<file path="src/rtl/bus_arbiter_pkg.sv">
// Shared types for the two-master Wishbone arbiter: FSM states, grant encoding
// and the arbitration decision.
package bus_arbiter_pkg;

  typedef enum logic [1:0] {
    ARB_IDLE  = 2'd0,
    ARB_INSTR = 2'd1,
    ARB_DATA  = 2'd2
  } arb_state_t;

  localparam logic [1:0] GRANT_NONE  = 2'b00;
  localparam logic [1:0] GRANT_INSTR = 2'b01;
  localparam logic [1:0] GRANT_DATA  = 2'b10;

  // Data has priority unless instruction fetch has been passed over too often.
  function automatic arb_state_t arb_pick(input logic req_i, input logic req_d,
                                          input logic starved);
    if (req_i && req_d) return starved ? ARB_INSTR : ARB_DATA;
    if (req_d)          return ARB_DATA;
    if (req_i)          return ARB_INSTR;
    return ARB_IDLE;
  endfunction

endpackage

</file>
<file path="src/rtl/bus_arbiter_if.sv">
// Classic Wishbone signal bundle; MASTER drives the request, SLAVE returns
// the response.
interface wishbone #(
  parameter int unsigned XLEN = 32
);
  logic              cyc;
  logic              stb;
  logic              we;
  logic [XLEN/8-1:0] sel;
  logic [XLEN-1:0]   adr;
  logic [XLEN-1:0]   dat_w;
  logic [XLEN-1:0]   dat_r;
  logic              ack;
  logic              err;

  modport MASTER (output cyc, stb, we, sel, adr, dat_w,
                  input  dat_r, ack, err);
  modport SLAVE  (input  cyc, stb, we, sel, adr, dat_w,
                  output dat_r, ack, err);
endinterface

</file>
<file path="src/rtl/bus_watchdog.sv">
// Saturating cycle counter that flags expiry on the LIMIT-th consecutive
// enabled cycle; LIMIT=0 disables it.
module bus_watchdog #(
  parameter int unsigned LIMIT = 255
) (
  input  logic clk,
  input  logic rst,
  input  logic clr,
  input  logic en,
  output logic expire
);

  localparam int unsigned   W    = (LIMIT < 2) ? 1 : $clog2(LIMIT);
  localparam logic [W-1:0]  LAST = W'((LIMIT == 0) ? 0 : LIMIT - 1);

  logic [W-1:0] cnt;
  logic         at_last;

  assign at_last = (cnt == LAST);
  assign expire  = (LIMIT != 0) && en && at_last;

  always_ff @(posedge clk) begin
    if (rst || clr || expire) begin
      cnt <= '0;
    end else if (en && !at_last) begin
      cnt <= cnt + 1'b1;
    end
  end

endmodule

</file>
<file path="src/rtl/bus_arbiter.sv">
// Shares one Wishbone bus between instruction and data masters with data
// priority, instruction anti-starvation and an unacknowledged-access watchdog.
module bus_arbiter
  import bus_arbiter_pkg::*;
#(
  parameter int unsigned XLEN           = 32,
  parameter int unsigned STARVE_LIMIT   = 4,
  parameter int unsigned TIMEOUT_CYCLES = 255
) (
  input  logic        clk,
  input  logic        rst,
  wishbone.SLAVE      instr_bus,
  wishbone.SLAVE      data_bus,
  wishbone.MASTER     mem_bus,
  output logic [1:0]  grant,
  output logic        timeout
);

  localparam int unsigned  SW         = $clog2(STARVE_LIMIT + 1);
  localparam logic [SW-1:0] STARVE_MAX = SW'(STARVE_LIMIT);

  arb_state_t        state, next_state, picked;
  logic [SW-1:0]     starve_cnt;
  logic              req_i, req_d, starved;
  logic              granted, release_bus, arb_now, expire;
  logic              wd_en, wd_clr;

  logic              own_cyc, own_stb, own_we;
  logic [XLEN/8-1:0] own_sel;
  logic [XLEN-1:0]   own_adr, own_dat_w;

  assign req_i   = instr_bus.cyc & instr_bus.stb;
  assign req_d   = data_bus.cyc & data_bus.stb;
  assign starved = (starve_cnt == STARVE_MAX);

  always_comb begin
    own_cyc   = 1'b0;
    own_stb   = 1'b0;
    own_we    = 1'b0;
    own_sel   = '0;
    own_adr   = '0;
    own_dat_w = '0;
    unique case (state)
      ARB_INSTR: begin
        own_cyc   = instr_bus.cyc;
        own_stb   = instr_bus.stb;
        own_we    = instr_bus.we;
        own_sel   = instr_bus.sel;
        own_adr   = instr_bus.adr;
        own_dat_w = instr_bus.dat_w;
      end
      ARB_DATA: begin
        own_cyc   = data_bus.cyc;
        own_stb   = data_bus.stb;
        own_we    = data_bus.we;
        own_sel   = data_bus.sel;
        own_adr   = data_bus.adr;
        own_dat_w = data_bus.dat_w;
      end
      default: ;
    endcase
  end

  assign granted     = (state != ARB_IDLE);
  assign release_bus = granted && !own_cyc;
  // Re-arbitrate directly on release so a handover needs no idle cycle.
  assign arb_now     = !granted || release_bus;
  assign picked      = arb_pick(req_i, req_d, starved);

  always_comb begin
    next_state = state;
    if (expire) begin
      next_state = ARB_IDLE;
    end else if (arb_now) begin
      next_state = picked;
    end
  end

  always_ff @(posedge clk) begin
    if (rst) begin
      state      <= ARB_IDLE;
      starve_cnt <= '0;
    end else begin
      state <= next_state;
      if (arb_now && !expire) begin
        if (picked == ARB_INSTR) begin
          starve_cnt <= '0;
        end else if (picked == ARB_DATA && req_i && !starved) begin
          starve_cnt <= starve_cnt + 1'b1;
        end
      end
    end
  end

  assign wd_en  = granted && own_stb && !mem_bus.ack && !mem_bus.err;
  assign wd_clr = !granted || release_bus || mem_bus.ack || mem_bus.err;

  bus_watchdog #(
    .LIMIT (TIMEOUT_CYCLES)
  ) u_watchdog (
    .clk    (clk),
    .rst    (rst),
    .clr    (wd_clr),
    .en     (wd_en),
    .expire (expire)
  );

  assign mem_bus.cyc   = own_cyc;
  assign mem_bus.stb   = own_stb && !expire;
  assign mem_bus.we    = own_we;
  assign mem_bus.sel   = own_sel;
  assign mem_bus.adr   = own_adr;
  assign mem_bus.dat_w = own_dat_w;

  assign instr_bus.ack   = (state == ARB_INSTR) && mem_bus.ack && !expire;
  assign instr_bus.err   = (state == ARB_INSTR) && (mem_bus.err || expire);
  assign instr_bus.dat_r = (state == ARB_INSTR) ? mem_bus.dat_r : '0;

  assign data_bus.ack    = (state == ARB_DATA) && mem_bus.ack && !expire;
  assign data_bus.err    = (state == ARB_DATA) && (mem_bus.err || expire);
  assign data_bus.dat_r  = (state == ARB_DATA) ? mem_bus.dat_r : '0;

  always_comb begin
    unique case (state)
      ARB_INSTR: grant = GRANT_INSTR;
      ARB_DATA:  grant = GRANT_DATA;
      default:   grant = GRANT_NONE;
    endcase
  end

  assign timeout = expire;

endmodule

</file>
<file path="src/flat_wrapper.sv">
// flat-port wrapper written by rule: the top's interface ports become plain ports
module bus_arbiter_flat import bus_arbiter_pkg::*;
#(
  parameter int unsigned XLEN           = 32,
  parameter int unsigned STARVE_LIMIT   = 4,
  parameter int unsigned TIMEOUT_CYCLES = 255
)
  (clk, rst, grant, timeout, instr_bus_cyc, instr_bus_stb, instr_bus_we, instr_bus_sel, instr_bus_adr, instr_bus_dat_w, instr_bus_dat_r, instr_bus_ack, instr_bus_err, data_bus_cyc, data_bus_stb, data_bus_we, data_bus_sel, data_bus_adr, data_bus_dat_w, data_bus_dat_r, data_bus_ack, data_bus_err, mem_bus_cyc, mem_bus_stb, mem_bus_we, mem_bus_sel, mem_bus_adr, mem_bus_dat_w, mem_bus_dat_r, mem_bus_ack, mem_bus_err);
  wishbone #(.XLEN(XLEN)) instr_bus_i ();
  wishbone #(.XLEN(XLEN)) data_bus_i ();
  wishbone #(.XLEN(XLEN)) mem_bus_i ();
  input  logic clk;
  input  logic rst;
  output logic [1:0] grant;
  output logic timeout;
  input wire logic [$bits(instr_bus_i.cyc)-1:0] instr_bus_cyc;
  input wire logic [$bits(instr_bus_i.stb)-1:0] instr_bus_stb;
  input wire logic [$bits(instr_bus_i.we)-1:0] instr_bus_we;
  input wire logic [$bits(instr_bus_i.sel)-1:0] instr_bus_sel;
  input wire logic [$bits(instr_bus_i.adr)-1:0] instr_bus_adr;
  input wire logic [$bits(instr_bus_i.dat_w)-1:0] instr_bus_dat_w;
  output wire logic [$bits(instr_bus_i.dat_r)-1:0] instr_bus_dat_r;
  output wire logic [$bits(instr_bus_i.ack)-1:0] instr_bus_ack;
  output wire logic [$bits(instr_bus_i.err)-1:0] instr_bus_err;
  input wire logic [$bits(data_bus_i.cyc)-1:0] data_bus_cyc;
  input wire logic [$bits(data_bus_i.stb)-1:0] data_bus_stb;
  input wire logic [$bits(data_bus_i.we)-1:0] data_bus_we;
  input wire logic [$bits(data_bus_i.sel)-1:0] data_bus_sel;
  input wire logic [$bits(data_bus_i.adr)-1:0] data_bus_adr;
  input wire logic [$bits(data_bus_i.dat_w)-1:0] data_bus_dat_w;
  output wire logic [$bits(data_bus_i.dat_r)-1:0] data_bus_dat_r;
  output wire logic [$bits(data_bus_i.ack)-1:0] data_bus_ack;
  output wire logic [$bits(data_bus_i.err)-1:0] data_bus_err;
  output wire logic [$bits(mem_bus_i.cyc)-1:0] mem_bus_cyc;
  output wire logic [$bits(mem_bus_i.stb)-1:0] mem_bus_stb;
  output wire logic [$bits(mem_bus_i.we)-1:0] mem_bus_we;
  output wire logic [$bits(mem_bus_i.sel)-1:0] mem_bus_sel;
  output wire logic [$bits(mem_bus_i.adr)-1:0] mem_bus_adr;
  output wire logic [$bits(mem_bus_i.dat_w)-1:0] mem_bus_dat_w;
  input wire logic [$bits(mem_bus_i.dat_r)-1:0] mem_bus_dat_r;
  input wire logic [$bits(mem_bus_i.ack)-1:0] mem_bus_ack;
  input wire logic [$bits(mem_bus_i.err)-1:0] mem_bus_err;
  assign instr_bus_i.cyc = instr_bus_cyc;
  assign instr_bus_i.stb = instr_bus_stb;
  assign instr_bus_i.we = instr_bus_we;
  assign instr_bus_i.sel = instr_bus_sel;
  assign instr_bus_i.adr = instr_bus_adr;
  assign instr_bus_i.dat_w = instr_bus_dat_w;
  assign instr_bus_dat_r = instr_bus_i.dat_r;
  assign instr_bus_ack = instr_bus_i.ack;
  assign instr_bus_err = instr_bus_i.err;
  assign data_bus_i.cyc = data_bus_cyc;
  assign data_bus_i.stb = data_bus_stb;
  assign data_bus_i.we = data_bus_we;
  assign data_bus_i.sel = data_bus_sel;
  assign data_bus_i.adr = data_bus_adr;
  assign data_bus_i.dat_w = data_bus_dat_w;
  assign data_bus_dat_r = data_bus_i.dat_r;
  assign data_bus_ack = data_bus_i.ack;
  assign data_bus_err = data_bus_i.err;
  assign mem_bus_cyc = mem_bus_i.cyc;
  assign mem_bus_stb = mem_bus_i.stb;
  assign mem_bus_we = mem_bus_i.we;
  assign mem_bus_sel = mem_bus_i.sel;
  assign mem_bus_adr = mem_bus_i.adr;
  assign mem_bus_dat_w = mem_bus_i.dat_w;
  assign mem_bus_i.dat_r = mem_bus_dat_r;
  assign mem_bus_i.ack = mem_bus_ack;
  assign mem_bus_i.err = mem_bus_err;
  bus_arbiter #(.XLEN(XLEN), .STARVE_LIMIT(STARVE_LIMIT), .TIMEOUT_CYCLES(TIMEOUT_CYCLES)) u_core (.clk(clk), .rst(rst), .instr_bus(instr_bus_i), .data_bus(data_bus_i), .mem_bus(mem_bus_i), .grant(grant), .timeout(timeout));
endmodule
</file>
<file path="config.mk">
export PLATFORM = sky130hd
export DESIGN_NAME = bus_arbiter_flat
export DESIGN_NICKNAME = d
export VERILOG_FILES = /design/src/rtl/bus_arbiter_pkg.sv /design/src/rtl/bus_arbiter_if.sv /design/src/rtl/bus_watchdog.sv /design/src/rtl/bus_arbiter.sv /design/src/flat_wrapper.sv
export SDC_FILE = /design/constraint.sdc
export NUM_CORES = 1
export LEC_CHECK = 0
export CORE_AREA = 2 2 126 128
export CTS_BUF_LIST = sky130_fd_sc_hd__clkbuf_8
export DETAILED_ROUTE_END_ITERATION = 7
export DIE_AREA = 0 0 128 130
export PLACE_DENSITY = 0.55
export SLEW_MARGIN = 20
export SYNTH_ARGS = -nofsm -noshare
export SYNTH_HDL_FRONTEND = slang
export SYNTH_HIERARCHICAL = 1
export SYNTH_SLANG_ARGS = --single-unit
</file>
<file path="constraint.sdc">
create_clock -name clk -period 2.8 [get_ports clk]
set_clock_uncertainty 0.2 [all_clocks]
set_input_delay 0.56 -clock clk [delete_from_list [all_inputs] [get_ports clk]]
set_output_delay 0.56 -clock clk [all_outputs]
set_load 0.1 [all_outputs]
</file>
==> flow_metrics.tcl <==
set metrics [dict create \
    synth_commonest_cells "nor2b_1 (71), a22oi_1 (69), and2_1 (64)" \
    ys_warn_count 6 \
    max_stage_delay_ns 0.27 \
    worstMarginPinSlew_ns 0.432 \
    path_cells "dlygate4sd2_1, nor3_4, and3_4, inv_6, nor3_4, inv_2, and3_4, buf_12" \
    final_hold_viol_count 0 \
    period_share_pct 96.6 \
    cp-end-kind "output pin" \
    tns_ns 0 \
    finalCriticalPeriod_ns 2.70 \
    crit_type "primary input to output pin" \
    grt_util_met2_pct 33.0 \
    grt_pass1_wl_um 22700 \
    drt_wl_total_um 15800 \
    synth_cell_type_count 42 \
    area_growth_pct 219 \
    antenna_found_initial 0 \
    cts-root-buf "clkbuf_8" \
    synth_edf_count 0 \
    drv_slew 0 \
    first_global_vias 3896 \
    busiest_layer "met2" \
    ant_nets 0 \
    p_leak_nw 2.72 \
    synth_ff_type "dfxtp_1" \
    drt_iter0_markers 160 \
    power.switching_w 0.000587 \
    place_congestion 0.897 \
    place_area_um2 7510 \
    slowest_stage "dlygate4sd2_1" \
    arrival_ns 1.94 \
    row_count 46 \
    cp_data_required_time_ns 2.04 \
    grt_use_met3_pct 4.26 \
    synth.top_cell.area_share_pct 21.5 \
    die_x_um 128 \
    core_um2 15400 \
    yosysMostFrequentCell "nor2b_1" \
    vias 3784 \
    initial_core_util_pct 15.6 \
    cap_violations 0 \
    drc 0 \
    die-area_um2 16600 \
    nets 835 \
    ctsHtreeMaxLevel 1 \
    status "completed" \
    grt.overflow.total 0 \
    cts_tree "done" \
    wl_per_cell_um 18.9 \
    hp-class "flop to flop" \
    grt_use_met1_pct 20.8 \
    dr.pass1.iters 4 \
    fillers 1369 \
    peakVddDrop_v 0.000211 \
    synthArstFlopShare_pct 0 \
    power_density_nw_per_um2 175 \
    worst_hold_slack_ns 0.284 \
    fin_util_pct 49.8 \
    stdcell_count 839 \
    clk_pin_slew_ns 0.05 \
    synth_seq_area_share_pct 10.8 \
    start_kind "primary input" \
    ys_ff_latch 13 \
    ios 320 \
    swShare_pct 43.6 \
    portBuffers 319 \
    grt_usage_pct 17.6 \
    combPwrFrac_pct 73.7 \
    place_inst 829 \
    synth_area_um2 2410 \
    die_y_um 130 \
    synth.area.top_cells "a22oi_1 (21%), nor2b_1 (18%), and2_1 (17%), dfxtp_1 (11%), ha_1 (4.7%)" \
    max_freq_mhz 370 \
    diodes 0 \
    syn_inst 337 \
    cp_max_fo 4 \
    synth_area_leader_cell "a22oi_1" \
    cts_hold_buffers 0 \
    seqPwrFrac_pct 14.0 \
    vias_per_cell 4.51 \
    rsz0062_at_grt "false" \
    synth.avg_cell_area_um2 7.15 \
    clk_latency_ns 0.24 \
    final_area_um2 7680 \
    dp_hpwl_um 12500 \
    numCtsBuffers 3 \
    internal_power_w 0.000758 \
    slew_headroom_pct 71.2 \
    syn_nets 524 \
    cts_buffer_depth 2 \
    layout-drive-gt1-share_pct 40.5 \
    setup_viol 0 \
    cts.sinks 13 \
    pwr-share-clk_pct 12.2 \
    grt_max_degree 105 \
]
==> layer usage <==
metal | share of wire [%] | wire [um] | up-vias
li1 | - | - | 1820
met1 | 40 | 6330 | 1787
met2 | 51 | 8120 | 164
met3 | 7.7 | 1220 | 13
met4 | 1.0 | 159 | 0
met5 | 0 | 0 | -
==> metrics by stage <==
step	total power, W	setup slack, ns
after floorplan	0.000673	-0.603
after global routing	0.00140	0.0143
final	0.00135	0.0960
after CTS	0.00136	-0.00537
after global placement	0.00117	-0.186
after detailed placement	0.00117	-0.207
==> layout make-up <==
cell class | instances | area (um2) | share of cell area, %
clock inverter | 1 | 3.75 | 0.0489
inverter | 9 | 43.8 | 0.570
clock buffer | 3 | 41.3 | 0.538
multi-input combinational | 282 | 2250 | 29.3
tap | 192 | 240 | 3.13
timing repair buffer | 339 | 4830 | 62.9
sequential | 13 | 268 | 3.49
==> power by group through the flow <==
stage               Combinational, W  Sequential (W)  Clock (W)
floorplan                   0.000481        0.000192          0
global placement            0.000976        0.000192          0
global route                 0.00103        0.000189   0.000182
detailed placement          0.000981        0.000193          0
CTS                         0.000995        0.000189   0.000171
finish                      0.000992        0.000189   0.000164
==> placed cells by master (no fill, tap or decap), types with 3 or more instances in the layout <==
| master | Yosys | final |
|---|---|---|
| nor2_1 | 4 | 4 |
| dfxtp_1 | 13 | 11 |
| and2_1 | 64 | 64 |
| dlygate4sd2_1 | 0 | 4 |
| ha_4 | 0 | 3 |
| clkbuf_8 | 0 | 3 |
| buf_4 | 0 | 16 |
| a21oi_1 | 7 | 7 |
| nand2_1 | 9 | 9 |
| clkdlybuf4s50_1 | 0 | 173 |
| ha_1 | 9 | 6 |
| and3_4 | 0 | 4 |
| a22oi_1 | 69 | 69 |
| inv_1 | 9 | 6 |
| o21ai_0 | 4 | 4 |
| nor2b_2 | 0 | 70 |
| nor3_1 | 5 | 3 |
| buf_12 | 0 | 141 |
==> critical path: cells and delay by family <==
| family | cells | cell delay (ns) |
|---|---|---|
| buf+inv | 4 | 0.56 |
| simple gates | 4 | 0.82 |
==> registers in the layout, indices dropped and copies added, names as in the netlist <==
name	count
u_core/starve_cnt	3
u_core/state	2
u_core/u_watchdog/cnt	8
==> kinds of logic (layout without fill, tap and decap cells) <==
| group | Yosys count | in the layout | share of synthesized area, % |
|---|---|---|---|
| AOI/OAI and AO/OA | 97 | 97 | 31.1 |
| buffers and inverters | 42 | 352 | 7.68 |
| adders and majority gates | 9 | 9 | 4.67 |
| muxes | 2 | 2 | 0.830 |
| DFF | 13 | 13 | 10.8 |
| xor gates and xnor gates | 1 | 1 | 0.363 |
| and+or+nand+nor | 173 | 173 | 44.5 |
==> worst paths after layout <==
kind / start / end / slack, ns / depth (start not counted)
setup / recovery: mem_bus_err / mem_bus_stb / 0.1 / 8
hold reg to reg: u_core/starve_cnt[1]$_SDFFE_PP0P_ / u_core/starve_cnt[1]$_SDFFE_PP0P_ / 0.28 / 2
hold / removal: u_core/starve_cnt[1]$_SDFFE_PP0P_ / u_core/starve_cnt[1]$_SDFFE_PP0P_ / 0.28 / 2
setup reg to reg: u_core/state[0]$_SDFFE_PP0P_ / u_core/starve_cnt[2]$_SDFFE_PP0P_ / 0.36 / 13
==> repair_timing <==
action                                  4_1_cts  5_1_grt
pin swaps                                     4        3
gates cloned                                  1        1
endpoints found under the setup margin        7        7
setup buffers                                 3        1
gates resized for setup                       9        2
Power figures use the tool's default switching activity.
